`src/rtl/mmp_iddmm_mul_iter.sv`:
```
// Iterative unsigned WIDTH x WIDTH multiplier for the IDDMM datapath.
// Each cycle one LIMB x LIMB partial product is added into a 2*WIDTH
// accumulator at limb offset i+j. Mode 1 keeps only the low WIDTH bits
// and skips partial products whose lowest limb lands above the low half.
module mmp_iddmm_mul_iter #(
  parameter int WIDTH = 128,
  parameter int LIMB  = 32
) (
  input  logic               clk,
  input  logic               rst,
  input  logic               in_valid,
  output logic               in_ready,
  input  logic               mode,
  input  logic [WIDTH-1:0]   a_in,
  input  logic [WIDTH-1:0]   b_in,
  output logic               out_valid,
  input  logic               out_ready,
  output logic [2*WIDTH-1:0] c_out,
  output logic               out_mode
);

  localparam int N  = WIDTH / LIMB;
  localparam int IW = (N > 1) ? $clog2(N) : 1;
  localparam int KW = IW + 1;
  localparam logic [IW-1:0] LAST_IDX = IW'(N - 1);

  // Operands must split into whole limbs; anything else cannot be built.
  generate
    if ((WIDTH % LIMB) != 0) begin : g_bad_limb
      $error("mmp_iddmm_mul_iter: WIDTH must be a multiple of LIMB");
    end
  endgenerate

  typedef enum logic [1:0] {
    IDLE = 2'd0,
    CALC = 2'd1,
    DONE = 2'd2
  } state_t;

  state_t state, state_nxt;

  // Low-half result: upper WIDTH bits forced to zero.
  function automatic logic [2*WIDTH-1:0] mask_low(
    input logic [2*WIDTH-1:0] v,
    input logic               lo
  );
    mask_low = lo ? {{WIDTH{1'b0}}, v[WIDTH-1:0]} : v;
  endfunction

  // Operand stage: latched limbs and mode of the operation in flight.
  logic [N-1:0][LIMB-1:0] a_p0;
  logic [N-1:0][LIMB-1:0] b_p0;
  logic                   mode_p0;

  // Accumulator stage.
  logic [2*WIDTH-1:0]     acc_p1;

  logic [IW-1:0]          i_q;
  logic [IW-1:0]          j_q;
  logic [IW-1:0]          j_max;
  logic                   row_end;
  logic                   last_term;
  logic                   accept;
  logic [KW-1:0]          k;
  logic [KW-1:0]          k_inc;
  logic [LIMB-1:0]        a_sel;
  logic [LIMB-1:0]        b_sel;
  logic [2*LIMB-1:0]      pp;
  logic [2*N-1:0][LIMB-1:0] addend;

  assign accept    = (state == IDLE) && in_valid;

  // In low mode row i stops at j = N-1-i: higher j only touch the upper half.
  assign j_max     = mode_p0 ? (LAST_IDX - i_q) : LAST_IDX;
  assign row_end   = (j_q == j_max);
  assign last_term = row_end && (i_q == LAST_IDX);

  assign k         = {1'b0, i_q} + {1'b0, j_q};
  assign k_inc     = k + KW'(1);

  assign a_sel     = a_p0[i_q];
  assign b_sel     = b_p0[j_q];

  assign out_mode  = mode_p0;

  // Single LIMB x LIMB multiply, zero-extended so the full product is kept.
  always_comb begin
    pp = {{LIMB{1'b0}}, a_sel} * {{LIMB{1'b0}}, b_sel};
  end

  // Place the partial product at limbs k and k+1; a limb-select mux, not a shifter.
  always_comb begin
    addend = '0;
    for (int m = 0; m < 2 * N; m++) begin
      if (k == KW'(m)) begin
        addend[m] = pp[LIMB-1:0];
      end else if (k_inc == KW'(m)) begin
        addend[m] = pp[2*LIMB-1:LIMB];
      end
    end
  end

  // State register.
  always_ff @(posedge clk) begin
    if (rst) begin
      state <= IDLE;
    end else begin
      state <= state_nxt;
    end
  end

  // Next state and handshake/result outputs.
  always_comb begin
    state_nxt = state;
    in_ready  = 1'b0;
    out_valid = 1'b0;
    c_out     = '0;
    unique case (state)
      IDLE: begin
        in_ready = 1'b1;
        if (in_valid) begin
          state_nxt = CALC;
        end
      end
      CALC: begin
        if (last_term) begin
          state_nxt = DONE;
        end
      end
      DONE: begin
        out_valid = 1'b1;
        c_out     = mask_low(acc_p1, mode_p0);
        if (out_ready) begin
          state_nxt = IDLE;
        end
      end
      default: begin
        state_nxt = IDLE;
      end
    endcase
  end

  // Limb indices and latched mode: j walks a row, i advances per row.
  always_ff @(posedge clk) begin
    if (rst) begin
      i_q     <= '0;
      j_q     <= '0;
      mode_p0 <= 1'b0;
    end else if (accept) begin
      i_q     <= '0;
      j_q     <= '0;
      mode_p0 <= mode;
    end else if (state == CALC) begin
      if (row_end) begin
        j_q <= '0;
        if (!last_term) begin
          i_q <= i_q + 1'b1;
        end
      end else begin
        j_q <= j_q + 1'b1;
      end
    end
  end

  // Operand capture and accumulation; the result is only visible in DONE.
  always_ff @(posedge clk) begin
    if (accept) begin
      a_p0   <= a_in;
      b_p0   <= b_in;
      acc_p1 <= '0;
    end else if (state == CALC) begin
      acc_p1 <= acc_p1 + addend;
    end
  end

endmodule

```
`config.mk`:
```
export PLATFORM = sky130hd
export DESIGN_NAME = mmp_iddmm_mul_iter
export DESIGN_NICKNAME = d
export VERILOG_FILES = /design/src/rtl/mmp_iddmm_mul_iter.sv
export SDC_FILE = /design/constraint.sdc
export NUM_CORES = 2
export LEC_CHECK = 0
export ABC_AREA = 0
export ABC_CLOCK_PERIOD_IN_PS = 16900
export CELL_PAD_IN_SITES_DETAIL_PLACEMENT = 1
export CELL_PAD_IN_SITES_GLOBAL_PLACEMENT = 1
export CORE_UTILIZATION = 47
export CTS_CLUSTER_DIAMETER = 80
export CTS_CLUSTER_SIZE = 10
export DETAILED_ROUTE_END_ITERATION = 8
export PLACE_DENSITY = 0.81
export SYNTH_ARGS = -nofsm -noshare
export SYNTH_HDL_FRONTEND = slang
export SYNTH_SLANG_ARGS = --single-unit
```
`constraint.sdc`:
```
create_clock -name clk -period 16.9 [get_ports clk]
set_input_delay 3.38 -clock clk [delete_from_list [all_inputs] [get_ports clk]]
set_output_delay 3.38 -clock clk [all_outputs]
set_load 0.05 [all_outputs]
```
## Word-level counts from Yosys, hierarchy flattened

Cells that the tools add are included.

| cells by class | value |
|---|---|
| add/sub/neg operators | 6 |
| equal/unequal tests | 21 |
| order comparisons | 2 |
| muxes and demuxes | 30 |
| reductions and logical operators | 8 |
| multipliers | 1 |
| bitwise gates (word level) | 1 |

Operators with widths:

| cell | number |
|---|---|
| $mux W32 | 18 |
| $mux W256 | 2 |
| $add A256 B256 Y256 | 1 |
| $bmux W32 S2 | 2 |
| $mul A32 B32 Y64 | 1 |
| $eq A3 B3 Y1 const B | 8 |
| $eq A3 B2 Y1 const B | 4 |
| $mux W2 | 5 |
| $eq A3 B1 Y1 const B | 2 |
| $logic_not A3 Y1 | 2 |
| $lt A2 B3 Y1 const B | 2 |
| $ne A2 B2 Y1 const B | 3 |
| $pmux W2 S3 | 1 |
| $reduce_and A3 Y1 | 2 |
| $add A2 B1 Y2 const B | 2 |
| $eq A2 B2 Y1 const B | 2 |
| $add A2 B2 Y3 | 1 |
| $add A3 B1 Y3 const B | 1 |
| $eq A2 B1 Y1 const B | 1 |
| $eq A2 B2 Y1 | 1 |
| $logic_and A1 B1 Y1 | 2 |
| $logic_not A2 Y1 | 1 |
| $mux W1 | 2 |
| $reduce_or A2 Y1 | 1 |
| other kinds (2) | 2 |

| word-level totals | value |
|---|---|
| bits in registers | 519 |
| output and inout port bits | 259 |
| word-level logic and storage cells | 82 |

## Depth between registers and ports, before layout

| logic depth | value |
|---|---|
| depth in word-level cells | 6 |
| gate-level depth with buffers | 57 |

## Least setup slack after synthesis

Ideal clock, no wire load.

| timing path | value |
|---|---|
| kind | register to register |
| start point | register j_q[0] |
| end point | register acc_p1[220] |
| arrival | 12397 ps |
| buffers on the path | 6 |
| required time | 16391 ps |
| cell stages (with the launch flop) | 55 |
| setup slack | 3994 ps |
| clock period less this slack | 12906 ps |
| path through | dfxtp_1 clkbuf_1 buf_1 buf_1 mux2i_1 nand2_1 o21ai_1 clkbuf_1 nor2_1 fa_1 inv_1 fa_1 fa_1 fa_1 inv_1 fa_1 inv_1 fa_1 [... 19 more ...] o21ai_1 ha_1 buf_2 nand2_1 nor2_1 nand2_1 o21a_1 o41ai_1 a31oi_1 o211a_1 o2bb2ai_1 a22oi_2 a21oi_1 o31ai_4 a21boi_0 xnor2_1 nand2_1 a21oi_1 |

| on the way | value |
|---|---|
| longest elaborated chain between the ends | 6 |
| elaborated cells between the ends (all ways) | 34 |
| classes of those cells | add/sub: 3; mul: 1; eq/ne: 12; mux: 16; reduce/logical: 2 |

RTL lines:

| element | RTL line | source |
|---|---|---|
| from (decl) | 59 | `logic [IW-1:0] j_q;` |
| from (signal assigned) | 160 | `j_q <= j_q + 1'b1;` |
| $bmux W32 S2 / $add A2 B2 Y3 (equally long branches) | 82, 78 |  |
| $mux W32 (implied by the code) / $add A3 B1 Y3 (equally long branches) | 82, 79 |  |
| $mul A32 B32 Y64, or another cell as far along | 88 | `pp = {{LIMB{1'b0}}, a_sel} * {{LIMB{1'b0}}, b_sel};` |
| $mux W32 | 97 | `end else if (k_inc == KW'(m)) begin` |
| $mux W32 | 95 | `if (k == KW'(m)) begin` |
| $add A256 B256 Y256 * | 172 | `acc_p1 <= acc_p1 + addend;` |
| to (signal assigned) | 172 |  |
| to (decl) | 56 | `logic [2*WIDTH-1:0] acc_p1;` |

Every way passes the cells marked *; elsewhere a longest branch is shown, timed or not. The select of a mux whose other input is x is not followed.
A chain may end at the register's enable or synchronous reset.

## Worst setup path after layout

| timing path | value |
|---|---|
| start point | register i_q[0] |
| end point | register acc_p1[230] |

| on the way | value |
|---|---|
| longest elaborated chain between the ends | 6 |
| elaborated cells between the ends (all ways) | 38 |
| classes of those cells | add/sub: 3; mul: 1; eq/ne: 14; mux: 18; reduce/logical: 2 |

RTL lines:

| element | RTL line | source |
|---|---|---|
| from (decl) | 58 | `logic [IW-1:0] i_q;` |
| from (signal assigned) | 157 | `i_q <= i_q + 1'b1;` |
| $bmux W32 S2 / $add A2 B2 Y3 (equally long branches) | 81, 78 |  |
| $mux W32 (implied by the code) / $add A3 B1 Y3 (equally long branches) | 81, 79 |  |
| $mul A32 B32 Y64, or another cell as far along | 88 |  |
| $mux W32 | 97 |  |
| $mux W32 | 95 |  |
| $add A256 B256 Y256 * | 172 |  |

Marked as above.

==> run metrics <==
Via density=6.43; Least-Margin Pin Slew=1330 ps; Syn Inst Count=8833; Worst Hold End=acc_p1[68]; fillcell total=18100; Worst EP required=17550 ps; total CTS buffers=72; clock skew=49.9 ps; post-synthesis sequential area ratio=0.178; post-route design area=82700 um^2; reg2reg end=acc_p1[230]; total die area=156000 um^2; I/O pin cnt=520; final antenna-violating net count=0; post-synthesis register bit count=519; GPL Wtd Cong=1.09; IO Port Bufs=519; synth unique cells=99; vias in the first global route=75900; Core Util, Final=0.542; Post-Syn Area=72600 um^2; yosys warns=0; min-delay src=acc_p1[68]; Residual DRC=0; Post-Syn Area per Cell=8.22 um^2; syn nets=10500; maxcap violations=0; grt total ovfl=0; RSZ-0062 raised after global routing=false; DR iter-0 viols=7815; relative slew slack=0.114; post-placement cell area=80300 um^2; Starting Density=0.476; Post-synth EDFFs=256; crit start category=register; Post CTS Setup Buffer Count=0; Post-synth ARST share=0; H-tree lvl count=3; Die Span X=395 um; HP Class=register to register; Clock Tree Root=clkbuf_16; Slew Limit Fails=0; global-route wire length before repair=515 mm; cts hold-fix bufs=0; Final Hold Vio Count=0; Final period util=0.977; Top FF cell, synth=dfxtp_1; total iterations of the first detailed-routing run=9; Detailed Place HPWL=280 mm; WL/cell=31.9 um; Overall Global Routing Usage=0.450; Crit Path Max Fanout=49; minimum hold slack=476 ps; reg2reg path depth=50; cell depth of the worst hold path=2; RR Startpoint=i_q[0]; crit path from=i_q[0]; nets@finish=10800; crit end category=register; final setup violation count=0; Clk Latency, worst-skew pair=730 ps; Die Ht=395 um; vias post-DR=72100; clock buffer depth=3; slowest cell on the critical path=o21ai_1; clk sinks=519; Final min period=16500 ps; fmax=60.6 MHz; TNS Setup=0 ps; largest net degree at the start of global routing=129; critical path class=register to register; CP dominant cell by count=fa_1; initial antenna violation count=33; Resize count post-CTS=0; worst reg2reg setup slack=400 ps; drt total wl=358 mm; TritonCTS clock tree=built; Layout area overhead=13.8%; Clock transition at path regs=70 ps; outcome=completed; Crit path largest cell delay=990 ps; core box area=153000 um^2; Cell Rows=143; layout cells sized above 1=0.0546; WP data arrival=17160 ps
cells in the final DEF (no fill, tap or decap), drive strengths merged, types with 97 or more instances in the layout:
cell / count
edfxtp: 256
dfxtp: 263
a21o: 201
o22ai: 200
nor2: 884
clkbuf: 97
inv: 970
ha: 522
a21oi: 664
nand2: 1240
o21bai: 100
xor2: 128
xnor2: 179
nand4: 172
o21a: 99
fa: 898
and2: 290
clkdlybuf4s50: 519
buf: 224
o21ai: 495
state kept, by name, summed over array words and instances, names as in the netlist:
signal	count
acc_p1	256
a_p0	128
b_p0	128
i_q	2
j_q	2
state	2
out_mode	1
cells in the mapped netlist, types with 126 or more instances:
library cell / count / area, um^2
xor2_1: 126 / 1100
o21ai_0: 433 / 2170
fa_1: 898 / 18000
nand4_1: 172 / 1080
a21oi_1: 659 / 3300
ha_1: 522 / 6530
a21o_1: 201 / 1510
nor2_1: 884 / 3320
o22ai_1: 200 / 1250
clkbuf_1: 466 / 1750
dfxtp_1: 263 / 5270
xnor2_1: 178 / 1560
edfxtp_1: 256 / 7690
nand2_1: 1239 / 4650
inv_1: 958 / 3600
and2_1: 290 / 1810
critical path, delay by kind of cell, from the launching register on:
kind	cells	cell delay [ps]
compound gates	20	6860
xor+xnor	2	610
fa+ha+maj	10	4650
buf+inv	7	1310
flops	1	860
mux	1	390
simple gates	10	1570
logic make-up (layout without fill, tap and decap cells):
| logic type | count (synthesis) | count (layout) | synth area share |
|---|---|---|---|
| compound gates | 2047 | 2047 | 0.173 |
| simple gates | 2926 | 2926 | 0.178 |
| xor+xnor | 307 | 307 | 0.0373 |
| other cells | 0 | 23 | 0 |
| mux | 124 | 124 | 0.0191 |
| flops | 519 | 519 | 0.178 |
| fa+ha+maj | 1420 | 1420 | 0.337 |
| buf+inv | 1490 | 1825 | 0.0774 |
stage by stage:
step	instances	setup WS (ps)
6_report	11200	397
5_1_grt	11200	285
4_1_cts	11200	950
3_5_place_dp	11100	1010
3_3_place_gp	11100	1420
2_1_floorplan	8833	3990
per-layer routing:
layer,wire length [um],global-route usage,part of all wire
met1,136000,0.570,0.38
met2,153000,0.669,0.43
met3,41700,0.138,0.12
met4,26600,0.282,0.074
met5,172,0,0.00048
area by class of cell:
class	count	area, um^2	share of cell area
clock inverter	24	349	0.00422
clock buffer	97	2000	0.0242
timing repair buffer	743	6890	0.0833
multi-input combinational	6824	54300	0.656
antenna	23	57.6	0.000696
inverter	961	3610	0.0437
sequential	519	13000	0.157
tap	2030	2540	0.0307
worst max-delay path by stage:
stage                  end  slack, ps
2_1_floorplan  acc_p1[220]       3990
3_3_place_gp   acc_p1[230]       1420
3_5_place_dp   acc_p1[230]       1010
5_1_grt        acc_p1[230]        290
4_1_cts        acc_p1[230]        950
6_report       acc_p1[230]        400
Power is left out: the tool's default activity adds up to more than one toggle a clock period on the data nets, which glitch-free logic cannot reach.
